**src/rtl/fetch_decode_queue.sv**
```systemverilog
// fetch_decode_queue: first-word-fall-through queue between fetch and decode.
// Holds DEPTH instruction/PC pairs, reports count/full/empty, and keeps a
// sticky overflow flag for pushes attempted while full.
// Optional feature: define FETCH_DECODE_QUEUE_BYPASS_EN to let an empty queue
// pass the fetched instruction straight to decode in the same cycle.
module fetch_decode_queue #(
    parameter int  IWIDTH   = 32,
    parameter int  PC_WIDTH = 32,
    parameter int  DEPTH    = 4,
    localparam int CWIDTH   = $clog2(DEPTH) + 1
) (
    input  logic                fq_clk,
    input  logic                fq_rst,
    input  logic                fq_i_ce,
    input  logic [IWIDTH-1:0]   fq_i_instr,
    input  logic [PC_WIDTH-1:0] fq_i_pc,
    output logic                fq_o_ready,
    input  logic                fq_i_stall,
    input  logic                fq_i_flush,
    output logic                fq_o_ce,
    output logic [IWIDTH-1:0]   fq_o_instr,
    output logic [PC_WIDTH-1:0] fq_o_pc,
    output logic [CWIDTH-1:0]   fq_o_count,
    output logic                fq_o_full,
    output logic                fq_o_empty,
    output logic                fq_o_overflow
);

    localparam int               AWIDTH  = $clog2(DEPTH);
    localparam logic [CWIDTH-1:0] DEPTH_C = CWIDTH'(DEPTH);

    logic [IWIDTH-1:0]   instr_mem_r [DEPTH];
    logic [PC_WIDTH-1:0] pc_mem_r    [DEPTH];
    logic [AWIDTH-1:0]   wr_ptr_r;
    logic [AWIDTH-1:0]   rd_ptr_r;
    logic [CWIDTH-1:0]   count_r;
    logic                overflow_r;

    logic                empty_s;
    logic                full_s;
    logic                bypass_s;
    logic                push_s;
    logic                pop_s;

    assign empty_s       = (count_r == {CWIDTH{1'b0}});
    assign full_s        = (count_r == DEPTH_C);
    assign fq_o_empty    = empty_s;
    assign fq_o_full     = full_s;
    assign fq_o_ready    = ~full_s;
    assign fq_o_count    = count_r;
    assign fq_o_overflow = overflow_r;

    // Decide this cycle's push/pop; a flush or a bypassed instruction stores nothing.
    always_comb begin
        bypass_s = 1'b0;
`ifdef FETCH_DECODE_QUEUE_BYPASS_EN
        bypass_s = empty_s & fq_i_ce & ~fq_i_stall & ~fq_i_flush;
`endif
        push_s = fq_i_ce & ~full_s & ~bypass_s & ~fq_i_flush;
        pop_s  = ~empty_s & ~fq_i_stall & ~fq_i_flush;
    end

    // Pointer, occupancy and sticky overflow state; flush beats every other update.
    always_ff @(posedge fq_clk or posedge fq_rst) begin
        if (fq_rst) begin
            wr_ptr_r   <= {AWIDTH{1'b0}};
            rd_ptr_r   <= {AWIDTH{1'b0}};
            count_r    <= {CWIDTH{1'b0}};
            overflow_r <= 1'b0;
        end else if (fq_i_flush) begin
            wr_ptr_r   <= {AWIDTH{1'b0}};
            rd_ptr_r   <= {AWIDTH{1'b0}};
            count_r    <= {CWIDTH{1'b0}};
            overflow_r <= 1'b0;
        end else begin
            if (push_s) begin
                wr_ptr_r <= wr_ptr_r + AWIDTH'(1'b1);
            end
            if (pop_s) begin
                rd_ptr_r <= rd_ptr_r + AWIDTH'(1'b1);
            end
            case ({push_s, pop_s})
                2'b10:   count_r <= count_r + CWIDTH'(1'b1);
                2'b01:   count_r <= count_r - CWIDTH'(1'b1);
                default: count_r <= count_r;
            endcase
            if (fq_i_ce & full_s) begin
                overflow_r <= 1'b1;
            end
        end
    end

    // Entry storage; contents are don't-care until written, so no reset here.
    always_ff @(posedge fq_clk) begin
        if (push_s) begin
            instr_mem_r[wr_ptr_r] <= fq_i_instr;
            pc_mem_r[wr_ptr_r]    <= fq_i_pc;
        end
    end

    // Head presentation toward decode; data is forced to zero when nothing is valid.
    always_comb begin
        fq_o_ce    = 1'b0;
        fq_o_instr = {IWIDTH{1'b0}};
        fq_o_pc    = {PC_WIDTH{1'b0}};
        if (!empty_s) begin
            fq_o_ce    = 1'b1;
            fq_o_instr = instr_mem_r[rd_ptr_r];
            fq_o_pc    = pc_mem_r[rd_ptr_r];
`ifdef FETCH_DECODE_QUEUE_BYPASS_EN
        end else if (bypass_s) begin
            fq_o_ce    = 1'b1;
            fq_o_instr = fq_i_instr;
            fq_o_pc    = fq_i_pc;
`endif
        end else begin
            fq_o_ce    = 1'b0;
            fq_o_instr = {IWIDTH{1'b0}};
            fq_o_pc    = {PC_WIDTH{1'b0}};
        end
    end

endmodule

```
**config.mk**
```make
export PLATFORM = sky130hd
export DESIGN_NAME = fetch_decode_queue
export DESIGN_NICKNAME = d
export VERILOG_FILES = /design/src/rtl/fetch_decode_queue.sv
export SDC_FILE = /design/constraint.sdc
export NUM_CORES = 1
export LEC_CHECK = 0
export BUFFER_PORTS_ARGS = -buffer_cell sky130_fd_sc_hd__buf_4
export CORE_ASPECT_RATIO = 0.8
export CORE_MARGIN = 2
export CORE_UTILIZATION = 30
export CTS_CLUSTER_SIZE = 14
export DETAILED_ROUTE_END_ITERATION = 8
export PLACE_DENSITY = 0.52
export SETUP_SLACK_MARGIN = 0.15
export SLEW_MARGIN = 30
export SYNTH_ARGS = -nofsm -noshare
export SYNTH_HDL_FRONTEND = slang
export SYNTH_SLANG_ARGS = --single-unit
export TNS_END_PERCENT = 20
```
**constraint.sdc**
```tcl
create_clock -name fq_clk -period 5.4 [get_ports fq_clk]
set_input_delay 0.54 -clock fq_clk [delete_from_list [all_inputs] [get_ports fq_clk]]
set_output_delay 0.54 -clock fq_clk [all_outputs]
set_load 0.01 [all_outputs]
```
### Word-level counts from Yosys, hierarchy flattened

Memories as Yosys holds them, arrays and structs flattened.
Index checks and enable logic that the tools add are counted.

* $add $sub $neg: 4
* $mul: 0
* divide/modulo/power cells: 0
* order comparisons: 0
* eq/ne operators: 3
* shift-type cells: 0
* mux-type cells: 13
* bitwise gates (word level): 9
* reductions and logical operators: 5

Operators with widths (number)
* $mux 32: 2
* $mux 2: 4
* $pmux 3 s2: 1
* $reduce_bool 2->1: 3
* $and 1x1->1: 5
* $mux 1: 5
* $add 2x1->2 const B: 2
* $not 1->1: 4
* $add 3x1->3 const B: 1
* $eq 3x3->1 const B: 1
* $logic_not 3->1: 1
* $mux 3: 1
* $reduce_bool 3->1: 1
* $sub 3x1->3 const B: 1
* $eq 2x1->1 const B: 1
* $eq 2x2->1 const B: 1

* register bits: 8
* bits in latches: 0
* bits in writable memories: 256
* memory bits (read-only): 0
* input port bits: 69
* output and inout port bits: 72
* logic and storage cells: 40
* memories: 2

Memory list
* instr_mem_r: words 4, bits a word 32, rd ports 1, clocked after memory_dff 0, write ports 1, RTL line 32 `logic [IWIDTH-1:0] instr_mem_r [DEPTH];`
* pc_mem_r: words 4, bits a word 32, rd ports 1, clocked after memory_dff 0, write ports 1, RTL line 33 `logic [PC_WIDTH-1:0] pc_mem_r [DEPTH];`

### Depth between registers and ports, before layout

* word-level depth: 7
* gate-level depth with buffers: 9
* depth with buffers taken out: 8

### Worst setup path after synthesis

No wires, ideal clock.

* path kind: input-to-reg
* start: input port fq_i_ce
* end: memory instr_mem_r[0][0], enable pin
* setup time: 429 ps
* arrival time: 2655 ps
* data required time: 4971 ps
* slack: 2316 ps
* stages on the path: 4
* buffers on the path: 1
* cells stage by stage: clkbuf_1 nand2_1 nor2_1 and2_1

* word-level cells in the longest chain between the ends: 4

RTL lines
* start: declaration: RTL line 14 `input logic fq_i_ce,`
* $and 1x1->1 (2 in series): RTL line 59 `push_s = fq_i_ce & ~full_s & ~bypass_s & ~fq_i_flush;`
* $mux 1: RTL line 95 `if (push_s) begin`
* $mux 1 (implied by the code): RTL line 96 `instr_mem_r[wr_ptr_r] <= fq_i_instr;`
* end: declaration: RTL line 32

No other way between the ends.

### Worst setup path in the final report

* start: register rd_ptr_r[0]
* end: output port fq_o_pc[1]

* word-level cells in the longest chain between the ends: 2

RTL lines
* start: declaration: RTL line 35 `logic [AWIDTH-1:0] rd_ptr_r;`
* start signal: assignment: RTL line 67 `rd_ptr_r <= {AWIDTH{1'b0}};`
* start signal: assignment: RTL line 72 `rd_ptr_r <= {AWIDTH{1'b0}};`
* start signal: assignment: RTL line 80 `rd_ptr_r <= rd_ptr_r + AWIDTH'(1'b1);`
* $mem_v2 4x32
* $mux 32: RTL line 106 `if (!empty_s) begin`
* end: declaration: RTL line 22 `output logic [PC_WIDTH-1:0] fq_o_pc,`

No other way between the ends.

==> summary.md <==
| Metric | Value |
|---|---|
| N_diodes | 0 |
| YS warnings | 0 |
| Post-Route Skew | 17.1 ps |
| Worst path most repeated cell | buf_4 |
| Most frequent cells in the layout | edfxtp_1, buf_4, mux4_2, and2_1, clkbuf_16 |
| Post-synthesis cell type count | 34 |
| Largest net degree at the start of global routing | 68 |
| CP arrival | around 2900 ps |
| Worst vdd rail ir drop | approximately 0.29 mV |
| Placed Cells | roughly 1000 |
| Worst slew margin | between 40% and 50% |
| Initial antenna violation count | 0 |
| Die W | about 210 um |
| H-tree depth | 1 |
| CTS tree | built |
| Final net count | between 700 and 800 |
| Crit share post-route | between 60% and 70% |
| Root Buffer | clkbuf_16 |
| Initial Util | a little under a third |
| Fmax | a little under 0.3 GHz |
| Mapped Area | roughly 10000 um^2 |
| EDFF count, synth | approximately 260 |
| Iter 0 DRT Violations | roughly 320 |
| Total core area | 33700 um^2 |
| Syn_area_per_cell | roughly 22 um^2 |
| Share of flip-flops with an asynchronous set or reset | roughly 3.0% |
| Ys flop type | edfxtp_1 |
| Crit start category | flip-flop |
| Clock latency on the worst-skew pair | ~550 ps |
| Critical-path top delay cell | dfrtp_4 |
| Residual DRC count | 0 |
| GRT overflow | 0 |
| Max incr delay on CP | about 950 ps |
| Total negative slack | 0 ps |
| Number of global-route vias before repair | 5620 |
| Count of final hold-check violations | 0 |
| Via Count | 5078 |
| Critical path endpoint | fq_o_pc[1] |
| Boundary pin count | between 100 and 150 |
| Worst Path Class, Setup | flip-flop to primary output |
| Tightest Pin Transition | 790 ps |
| Final WS setup | approximately 2000 ps |
| Commonest non-fill, non-tap cell in the layout | edfxtp_1 |
| Gate Count Post-Synth | between 400 and 500 |
| Register-to-Register Path Depth | 5 |
| Rows | 60 |
| CTS clk-pin slew, worst paths | about 60 ps |
| Sequential-to-total area share from yosys stat | around three quarters |
| CP required | approximately 4900 ps |
| Critical Path End Type | primary output |
| Chip Height | roughly 170 um |
| R2R Setup Slk | 2990 ps |
| CTS Hold Bufs | 1 |
| Synthesized Nets | approximately 550 |
| Cells along the critical path | buf_4 > mux4_2 > and2_1 > buf_4 |
| # fillers | about 3100 |
| Crit-path max FO | 38 |
| First-pass GRT wire length | about 34000 um |
| RSZ-0062 raised after global routing | no |
| Hold WC Path Type | primary input to flip-flop |
| Remaining antenna violation count after routing | 0 |
| Power per cell area | 439 nW/um^2 |
| Iteration count of the initial detailed-routing pass | 4 |
| Yosys reg bits | roughly 260 |
| Final setup violation count | 0 |
| Die Area | between 30000 and 40000 um^2 |
| Worst R2R End | pc_mem_r[0][10] |
| CTS resizes | 0 |
| Critical path depth in cells | 4 |
| CP Buf/Inv Count | 2 |
| Layout Cells excl Fill | approximately 1100 |
| Ratio of cells with drive above 1 in the final layout | approximately two fifths |
| Fin util | between 30% and 40% |
| Port bufs | 140 |
| Gp weighted congestion | 0.673 |
| Max-cap violations | 0 |
| Pre-CTS setup slack | approximately 2400 ps |
| Post-CTS setup repair buffer count | 0 |
| Slew Limit Fails | 0 |
| Via-to-Cell Ratio | 4.68 |
| R2R Path Start | fq_o_count[0] |
| Worst Setup SP | rd_ptr_r[0] |
| Synth-to-Final Area Change | 24.8% |
| CTS max path bufs | 3 |
| Routed len/inst | roughly 20 um |
| Cell leakage power | ~4.4 nW |
| Status | completed |
| CTS buffer count | 28 |
| Tmin final | roughly 3400 ps |
| Final wirelength | between 20000 and 25000 um |
| CP top delay family | flip-flops |
| HP Start | fq_i_instr[31] |
| Post-DP HPWL | approximately 13000 um |
| Total track usage | approximately an eighth |
| Clock sinks | 264 |
==> area by class of cell <==
type                       count  area [um^2]  share of cell area (%)
clock inverter                15          198                    1.54
multi-input combinational    179         2190                    17.1
sequential                   264         7900                    61.5
inverter                       8         30.0                   0.234
clock buffer                  37          796                    6.20
timing repair buffer         149         1180                    9.22
tap                          434          543                    4.23
==> metal layers <==
| metal | GRT usage [%] | up-vias | part of all wire, % |
|---|---|---|---|
| met5 | 0 | - | 0 |
| met4 | 2.88 | 0 | 2.2 |
| met3 | 3.61 | 39 | 6.2 |
| met2 | 20.7 | 139 | 49 |
| met1 | 16.2 | 2673 | 43 |
| li1 | - | 2227 | - |
==> flip-flops by register name (all words and copies together) (netlist names) <==
name,cells
wr_ptr_r,2
rd_ptr_r,2
fq_o_overflow,1
fq_o_count,3
instr_mem_r,128
pc_mem_r,128
==> report_power, final <==
part           internal [mW]  switching, mW
clock                   1.27          0.764
sequential              2.36         0.0895
combinational          0.599          0.556
total                   4.22           1.41
==> stage by stage <==
stage                     power, mW  instance area, um^2  hold WS (ps)
final                          5.63                12800           187
after floorplan                3.14                10300           356
after global placement         3.65                11700           486
after global routing           5.91                12800           155
after CTS                      5.74                12800           153
after detailed placement       3.68                11800           512
==> Yosys cell counts, types with 2 or more instances <==
cell type  instances  share of area, %
a211oi_1           2              0.15
a21oi_1           10              0.49
and2_1            68               4.1
buf_12             4              0.78
buf_2              8              0.39
buf_4              2              0.15
clkbuf_1           9              0.33
dfrtp_1            8               1.9
edfxtp_1         256                75
ha_1               4              0.49
inv_1              8              0.29
mux4_2            64                14
nand2_1            4              0.15
nand3_1            2             0.097
nor2_1             6              0.22
o21ai_0            2             0.097
or3_1              2              0.12
xnor2_1            2              0.17
==> kinds of logic (layout without fill, tap and decap cells) <==
logic type,Yosys count,count (layout),share of synthesized area [%]
AO/OA/AOI/OAI,20,20,1.17
XOR/XNOR,3,3,0.256
adder cells (fa/ha/maj),5,5,0.681
buffers and inverters,34,209,2.13
flip-flops,264,264,76.7
multiplexers,64,64,14.0
AND/OR/NAND/NOR,87,87,5.06
==> how the worst min path moves through the flow <==
stage                               endpoint  slack [ps]  depth (start not counted)
after floorplan                fq_o_count[0]         360                          1
after global placement         fq_o_overflow         490                          2
after detailed placement       fq_o_overflow         510                          2
after CTS                 instr_mem_r[3][31]         150                          1
after global routing      instr_mem_r[3][27]         150                          1
final                     instr_mem_r[3][31]         190                          1
No activity file was read; power rests on OpenSTA's default activity.
